--- src/rtl/hazard_control_unit.sv ---
// Pipeline hazard control: load-use stalls, branch flushes, data-memory wait freeze
// with timeout, and saturating stall/flush event counters.
module hazard_control_unit (
    input  logic        clk,
    input  logic        rst,
    input  logic [4:0]  IF_ID_Rs1,
    input  logic [4:0]  IF_ID_Rs2,
    input  logic        IF_ID_UsesRs1,
    input  logic        IF_ID_UsesRs2,
    input  logic        ID_EX_MemRead,
    input  logic [4:0]  ID_EX_Rd,
    input  logic        EX_BranchTaken,
    input  logic        EX_MEM_MemAccess,
    input  logic        DMemReady,
    output logic        PCWrite,
    output logic        IF_ID_Write,
    output logic        ID_EX_Write,
    output logic        EX_MEM_Write,
    output logic        ID_EX_Bubble,
    output logic        MEM_WB_Bubble,
    output logic        IF_ID_Flush,
    output logic        ID_EX_Flush,
    output logic        MemTimeout,
    output logic [15:0] StallCount,
    output logic [15:0] FlushCount
);

    localparam int unsigned WAIT_W = 8;
    localparam int unsigned CNT_W  = 16;

    typedef enum logic [1:0] {
        ST_RUN  = 2'd0,
        ST_WAIT = 2'd1,
        ST_ERR  = 2'd2
    } state_e;

    state_e              state_q, state_d;
    logic [WAIT_W-1:0]   wait_cnt_q, wait_cnt_d;
    logic [CNT_W-1:0]    stall_cnt_q, stall_cnt_d;
    logic [CNT_W-1:0]    flush_cnt_q, flush_cnt_d;

    logic mem_freeze;
    logic load_use;
    logic do_flush;
    logic do_stall;

    assign mem_freeze = EX_MEM_MemAccess && !DMemReady;
    assign load_use   = ID_EX_MemRead && (ID_EX_Rd != 5'd0) &&
                        ((IF_ID_UsesRs1 && (ID_EX_Rd == IF_ID_Rs1)) ||
                         (IF_ID_UsesRs2 && (ID_EX_Rd == IF_ID_Rs2)));

    // A taken branch outranks a load-use hazard; both yield to a frozen pipe.
    assign do_flush = (state_q != ST_ERR) && !mem_freeze && EX_BranchTaken;
    assign do_stall = (state_q != ST_ERR) && !mem_freeze && !EX_BranchTaken && load_use;

    // State and counter registers
    always_ff @(posedge clk) begin
        if (rst) begin
            state_q     <= ST_RUN;
            wait_cnt_q  <= '0;
            stall_cnt_q <= '0;
            flush_cnt_q <= '0;
        end else begin
            state_q     <= state_d;
            wait_cnt_q  <= wait_cnt_d;
            stall_cnt_q <= stall_cnt_d;
            flush_cnt_q <= flush_cnt_d;
        end
    end

    // Next state and wait counter
    always_comb begin
        state_d    = state_q;
        wait_cnt_d = wait_cnt_q;
        unique case (state_q)
            ST_RUN: begin
                if (mem_freeze) begin
                    state_d    = ST_WAIT;
                    wait_cnt_d = WAIT_W'(1);
                end
            end
            ST_WAIT: begin
                if (!mem_freeze) begin
                    state_d    = ST_RUN;
                    wait_cnt_d = '0;
                end else if (wait_cnt_q == '1) begin
                    state_d    = ST_ERR;
                end else begin
                    wait_cnt_d = wait_cnt_q + WAIT_W'(1);
                end
            end
            ST_ERR: begin
                state_d = ST_ERR;
            end
            default: begin
                state_d    = ST_RUN;
                wait_cnt_d = '0;
            end
        endcase
    end

    // Saturating event counters
    always_comb begin
        stall_cnt_d = stall_cnt_q;
        flush_cnt_d = flush_cnt_q;
        if (do_stall && (stall_cnt_q != '1)) begin
            stall_cnt_d = stall_cnt_q + CNT_W'(1);
        end
        if (do_flush && (flush_cnt_q != '1)) begin
            flush_cnt_d = flush_cnt_q + CNT_W'(1);
        end
    end

    // Mealy control outputs from state and current hazards
    always_comb begin
        PCWrite       = 1'b1;
        IF_ID_Write   = 1'b1;
        ID_EX_Write   = 1'b1;
        EX_MEM_Write  = 1'b1;
        ID_EX_Bubble  = 1'b0;
        MEM_WB_Bubble = 1'b0;
        IF_ID_Flush   = 1'b0;
        ID_EX_Flush   = 1'b0;
        if (state_q == ST_ERR) begin
            PCWrite      = 1'b0;
            IF_ID_Write  = 1'b0;
            ID_EX_Write  = 1'b0;
            EX_MEM_Write = 1'b0;
        end else if (mem_freeze) begin
            PCWrite       = 1'b0;
            IF_ID_Write   = 1'b0;
            ID_EX_Write   = 1'b0;
            EX_MEM_Write  = 1'b0;
            MEM_WB_Bubble = 1'b1;
        end else if (do_flush) begin
            IF_ID_Flush = 1'b1;
            ID_EX_Flush = 1'b1;
        end else if (do_stall) begin
            PCWrite      = 1'b0;
            IF_ID_Write  = 1'b0;
            ID_EX_Bubble = 1'b1;
        end
    end

    assign MemTimeout = (state_q == ST_ERR);
    assign StallCount = stall_cnt_q;
    assign FlushCount = flush_cnt_q;

endmodule

--- config.mk ---
export PLATFORM = sky130hd
export DESIGN_NAME = hazard_control_unit
export DESIGN_NICKNAME = d
export VERILOG_FILES = /design/src/rtl/hazard_control_unit.sv
export SDC_FILE = /design/constraint.sdc
export NUM_CORES = 1
export LEC_CHECK = 0
export CAP_MARGIN = 20
export CORE_MARGIN = 5
export CORE_UTILIZATION = 51
export DETAILED_ROUTE_END_ITERATION = 16
export GPL_ROUTABILITY_DRIVEN = 0
export PLACE_DENSITY = 0.85
export RECOVER_POWER = 100
export SLEW_MARGIN = 5
export SYNTH_ARGS = -nofsm -noshare
export SYNTH_HDL_FRONTEND = slang
export SYNTH_SLANG_ARGS = --single-unit
--- constraint.sdc ---
create_clock -name clk -period 5.2 [get_ports clk]
set_input_delay 1.04 -clock clk [delete_from_list [all_inputs] [get_ports clk]]
set_output_delay 1.04 -clock clk [all_outputs]
set_load 0.01 [all_outputs]
==> metrics, run 1 <==
outcome=finished clean; Synth Area per Inst=8.247 um2; Comb power frac=9.9%; endpoint class of the critical path=primary output; largest net degree at the start of global routing=42; max cap viols=0; grt ovf=0; top cell type's share of synthesized area=37.90%; std cell rows=24; area delta synth->final=31.98%; Distinct cells, synth=41; post-CTS setup buffer count=0; drt drc=0; Worst Hold Class=flip-flop to flip-flop; critical path startpoint category=primary input; FF+latch count, synth=42; Clock Latency Late Sink=0.29 ns; FFs w/ async S/R, synth=0%; Netlist Area Pre-Place=2218 um2; final hold viol count=0; clock sinks=42; final setup fails=0; CTS tree=built; final setup TNS=0 ns; Max Slew Vio Count=0; # fillers=374; Design Area, Final=2928 um2; VDD IR max=0.1306 mV; Post-Route WL=5315 um; ANT cells=0; fin crit share=83.27%; Syn. warnings=0; CTS Buf Count=5; first-pass GRT wire length=8956 um; Post-DP Area=2865 um2; post-DP HPWL=3914 um; fin crit period=4.330 ns; Post-synth EDFFs=0; Worst Skew=0.006295 ns; post-cts resize count=0; CP Max Fanout=8; Psw=0.0001404 W; PnR worst setup slack=0.8697 ns; sequential share of power=54.2%; WP data arrival=3.29 ns; worst-case clock buffer depth=2; dominant cells by area after synthesis=dfxtp_1 (38%), nor2_1 (6.8%), xnor2_1 (5.5%), xor2_1 (5.1%), a21oi_1 (4.7%); Total GRT Usage=18.26%; Clock power frac=35.9%; ANT nets after route=0; commonest cells after routing, fill and taps aside=dfxtp_1 (42), dlygate4sd3_1 (42), nor2_1 (40), a21oi_1 (21), clkdlybuf4s50_1 (21); Top Ports=64; Root Driver=clkbuf_8; LEAKAGE=1.131 nW; die span in x=75.95 um; CTS Hold Buffers Added=0; Starting Density=51.66%; critical path required time=4.16 ns; Vias=2107; nets=356; htree depth=2; fin cells=383; slew margin rel.=18.55%; Max Clk Rate=0.2309 GHz; port bufs=63; syn nets=295; number of global-route vias before repair=1943; post-synthesis sequential area ratio=37.90%; clk slew on worst S/H paths=0.08 ns; Slew @ Worst Pin=1.206 ns; power per cell area=206.4 nW/um2; Core ar.=4294 um2; wire per inst=13.88 um; Yosys top cell by area=dfxtp_1; layout cells sized above 1=3.927%; Internal Power=0.0004640 W; via/cell ratio=5.501; Die ar.=5768 um2; initial antenna violation count=0; cells after synthesis=269; dominant synthesized flop cell=dfxtp_1; Pwr Total=0.0006044 W; drt initial violations=85; switching share of power=23.23%; router iterations before antenna repair=4; number of placed instances, taps included=375; critical path type=primary input to primary output; Setup WS pre-CTS=0.8798 ns; RSZ-0062 raised after global routing=no; DIE HEIGHT=75.95 um
[stage by stage]
stage	utilization (%)	hold slack, ns
final	68.18	0.4574
after global routing	68.18	0.5162
after CTS	68.85	0.4602
after detailed placement	66.72	0.4474
after global placement	66.55	0.4359
after floorplan	-	0.4141
[cell families (layout without fill, tap and decap cells)]
family	after synthesis	after routing	share of synthesized area, %
buffers and inverters	18	80	4.061
DFF	42	42	37.90
and+or+nand+nor	126	126	30.18
xor gates and xnor gates	27	27	10.66
adders and majority gates	3	3	1.692
AOI/OAI and AO/OA	47	47	12.69
muxes	6	6	2.820
[critical path: stages]
cell and delay [ns]:
dlygate4sd3_1 0.54, or2b_2 0.19, nand2_1 0.12, nor4b_1 0.39
nand2_1 0.24, inv_1 0.12, nor2_1 0.05, dlygate4sd3_1 0.60
[power groups by stage]
| stage | clock [W] | sequential [W] | combinational, W |
|---|---|---|---|
| detailed placement | 0 | 0.000335 | 0.0000637 |
| floorplan | 0 | 0.000335 | 0.0000304 |
| finish | 0.000217 | 0.000327 | 0.0000599 |
| global placement | 0 | 0.000335 | 0.0000621 |
| CTS | 0.000221 | 0.000328 | 0.0000642 |
| global route | 0.000239 | 0.000328 | 0.0000650 |
[flip-flops by register name, summed over array words and instances, names as in the netlist]
register	flops
FlushCount	16
StallCount	16
wait_cnt_q	8
state_q	2
[synthesized netlist by cell type (all sizes together) (6+ instances only)]
cell type	n
o21ai	11
dfxtp	42
or4	7
a21oi	21
or3	10
inv	7
nand2	19
nand3	18
xor2	13
nand4	9
nor2	40
clkbuf	6
xnor2	14
[layer usage]
metal	wire length, um	up-vias	global-route usage (%)	part of all wire (%)
li1	-	1078	-	-
met1	2348	967	21.33	44
met2	2617	55	31.76	49
met3	283	7	5.569	5.3
met4	65	0	5.338	1.2
met5	0	-	0	0
[final timing paths]
check	startpoint	to	slack [ns]	cells after the start
setup / recovery	EX_MEM_MemAccess	IF_ID_Write	0.87	8
hold reg to reg	state_q[1]$_SDFFE_PP0P_	state_q[0]$_SDFFE_PP0P_	0.46	1
hold / removal	state_q[1]$_SDFFE_PP0P_	state_q[0]$_SDFFE_PP0P_	0.46	1
setup reg to reg	StallCount[0]$_SDFFE_PP0P_	StallCount[1]$_SDFFE_PP0P_	2.10	7
[layout make-up]
type | instances | area (um2) | share of cell area, %
flip-flops and latches | 42 | 840.8 | 28.72
clock buffers | 7 | 86.33 | 2.949
multi-input cells | 209 | 1262 | 43.12
well taps | 52 | 65.06 | 2.222
inverters | 7 | 26.28 | 0.8974
repair buffers | 65 | 641.9 | 21.92
clock inverters | 1 | 5.005 | 0.1709
(Power assumes the default switching activity.)
==> run 2: changes to the inputs <==
--- a/config.mk
+++ b/config.mk
@@ -7,10 +7,10 @@
 export LEC_CHECK = 0
 export CAP_MARGIN = 20
 export CORE_MARGIN = 5
-export CORE_UTILIZATION = 51
+export CORE_UTILIZATION = 47
 export DETAILED_ROUTE_END_ITERATION = 16
 export GPL_ROUTABILITY_DRIVEN = 0
-export PLACE_DENSITY = 0.85
+export PLACE_DENSITY = 0.79
 export RECOVER_POWER = 100
 export SLEW_MARGIN = 5
 export SYNTH_ARGS = -nofsm -noshare
==> constraint.sdc (replaced) <==
create_clock -name clk -period 4.5 [get_ports clk]
set_input_delay 0.9 -clock clk [delete_from_list [all_inputs] [get_ports clk]]
set_output_delay 0.9 -clock clk [all_outputs]
set_load 0.01 [all_outputs]
==> metrics, run 2 (same netlist as run 1, synthesis figures left out) <==
met2 WL=2583 um; final hold viol count=0; grt ovf=0; final setup TNS=0 ns; fin crit period=4.015 ns; DRT met1 WL=2348 um; CTS Hold Buffers Added=0; Top Layer Used=met4; critical path type=primary input to primary output; Pwr Total=0.0006951 W; # fillers=425; Core ar.=4661 um2; die span in x=78.70 um; nets=356; sink of the worst hold path=state_q[0]$_SDFFE_PP0P_; first-pass GRT wire length=9252 um; Vias=2119; post-DP HPWL=3884 um; wire per inst=13.84 um; clk slew on worst S/H paths=0.08 ns; critical path required time=3.60 ns; number of global-route vias before repair=2077; worst-case clock buffer depth=2; Hold Path Origin=state_q[1]$_SDFFE_PP0P_; std cell rows=25; WP data arrival=3.12 ns; VDD IR max=0.1823 mV; commonest cells after routing, fill and taps aside=dlygate4sd3_1 (43), dfxtp_1 (42), nor2_1 (40), a21oi_1 (21), clkdlybuf4s50_1 (20); Total GRT Usage=18.04%; CTS tree=built; via/cell ratio=5.504; CTS Buf Count=5; DIE HEIGHT=78.70 um; commonest non-fill, non-tap cell in the layout=dlygate4sd3_1; final setup fails=0; outcome=finished clean; Crit-path slowest cell=dlygate4sd3_1; endpoint class of the critical path=primary output; Slew @ Worst Pin=0.9871 ns; ANT nets after route=0; Max Clk Rate=0.2491 GHz; setup slack, reg-to-reg=1.57 ns; R2R cell count=7; LEAKAGE=1.131 nW; CP Max Fanout=8; Worst Skew=0.01050 ns; Die ar.=6194 um2; post-CTS setup buffer count=0; slew margin rel.=33.36%; RSZ-0062 raised after global routing=no; Max Slew Vio Count=0; ANT cells=0; router iterations before antenna repair=4; power per cell area=237.2 nW/um2; area delta synth->final=32.09%; htree depth=2; initial antenna violation count=0; max incr delay on CP=0.60 ns; final core utilization=62.87%; Clock Latency Late Sink=0.29 ns; clock sinks=42; critical path startpoint category=primary input; reg2reg start=StallCount[0]$_SDFFE_PP0P_; worst path cell trace=dlygate4sd3_1 -> or2b_2 -> nand2_1 -> nor4b_1 -> nand2_1 -> inv_1 -> nor2_1 -> dlygate4sd3_1; Worst Hold Class=flip-flop to flip-flop; Root Driver=clkbuf_8; post-cts resize count=0; port bufs=63; layout cells sized above 1=3.927%; reg2reg end=StallCount[7]$_SDFFE_PP0P_; Post-Route WL=5329 um; drt initial violations=92; metal3 WL=351 um; largest net degree at the start of global routing=27; Starting Density=47.60%; max cap viols=0; Top Ports=64; WHS Path Cells=1; fin crit share=89.22%; drt drc=0
[run 2: cell types whose count changed in the layout (fill, tap and decap cells not counted), sizes merged]
| cell | before | now |
|---|---|---|
| clkdlybuf4s50 | 21 | 20 |
| dlygate4sd3 | 42 | 43 |
[run 2: worst max-delay path by stage]
stage	from	to	cells after the start
finish	EX_MEM_MemAccess	IF_ID_Write	8
global route	EX_MEM_MemAccess	IF_ID_Write	8
CTS	ID_EX_Rd[1]	IF_ID_Write	8
detailed placement	ID_EX_Rd[1]	IF_ID_Write	8
global placement	ID_EX_Rd[1]	PCWrite	8
floorplan	ID_EX_Rd[1]	PCWrite	7
[run 2: report_power, final]
part            total, W  switching (W)  internal, W
logic          0.0000686      0.0000309    0.0000378
clock network   0.000248       0.000124     0.000124
registers       0.000378     0.00000411     0.000374
total           0.000695       0.000159     0.000536
[run 2: cell type report]
class	instances	area, um2	area share (%)
inverters	7	26.28	0.8967
clock inverters	1	5.005	0.1708
clock buffers	7	86.33	2.946
flip-flops and latches	42	840.8	28.69
repair buffers	65	641.9	21.90
multi-input cells	209	1262	43.08
well taps	54	67.56	2.306
[run 2: per-stage QoR]
| stage | hold slack [ns] | instances | instance area [um2] | worst slack (ns) |
|---|---|---|---|---|
| 2_1_floorplan | 0.4141 | 269 | 2218 | 1.320 |
| 3_3_place_gp | 0.4482 | 376 | 2860 | 0.4960 |
| 3_5_place_dp | 0.4578 | 377 | 2872 | 0.4710 |
| 4_1_cts | 0.4696 | 385 | 2963 | 0.4578 |
| 5_1_grt | 0.5079 | 385 | 2930 | 0.3268 |
| 6_report | 0.4602 | 385 | 2930 | 0.4850 |
[run 2: per-layer routing]
| metal | global-route usage (%) | up-vias |
|---|---|---|
| li1 | - | 1073 |
| met1 | 21.82 | 989 |
| met2 | 30.98 | 53 |
| met3 | 5.669 | 4 |
| met4 | 4.545 | 0 |
| met5 | 0 | - |
[run 2: critical path: cells and delay by family]
family / cells / cell delay (ns)
buf+inv: 3 / 1.26
simple gates: 5 / 0.97
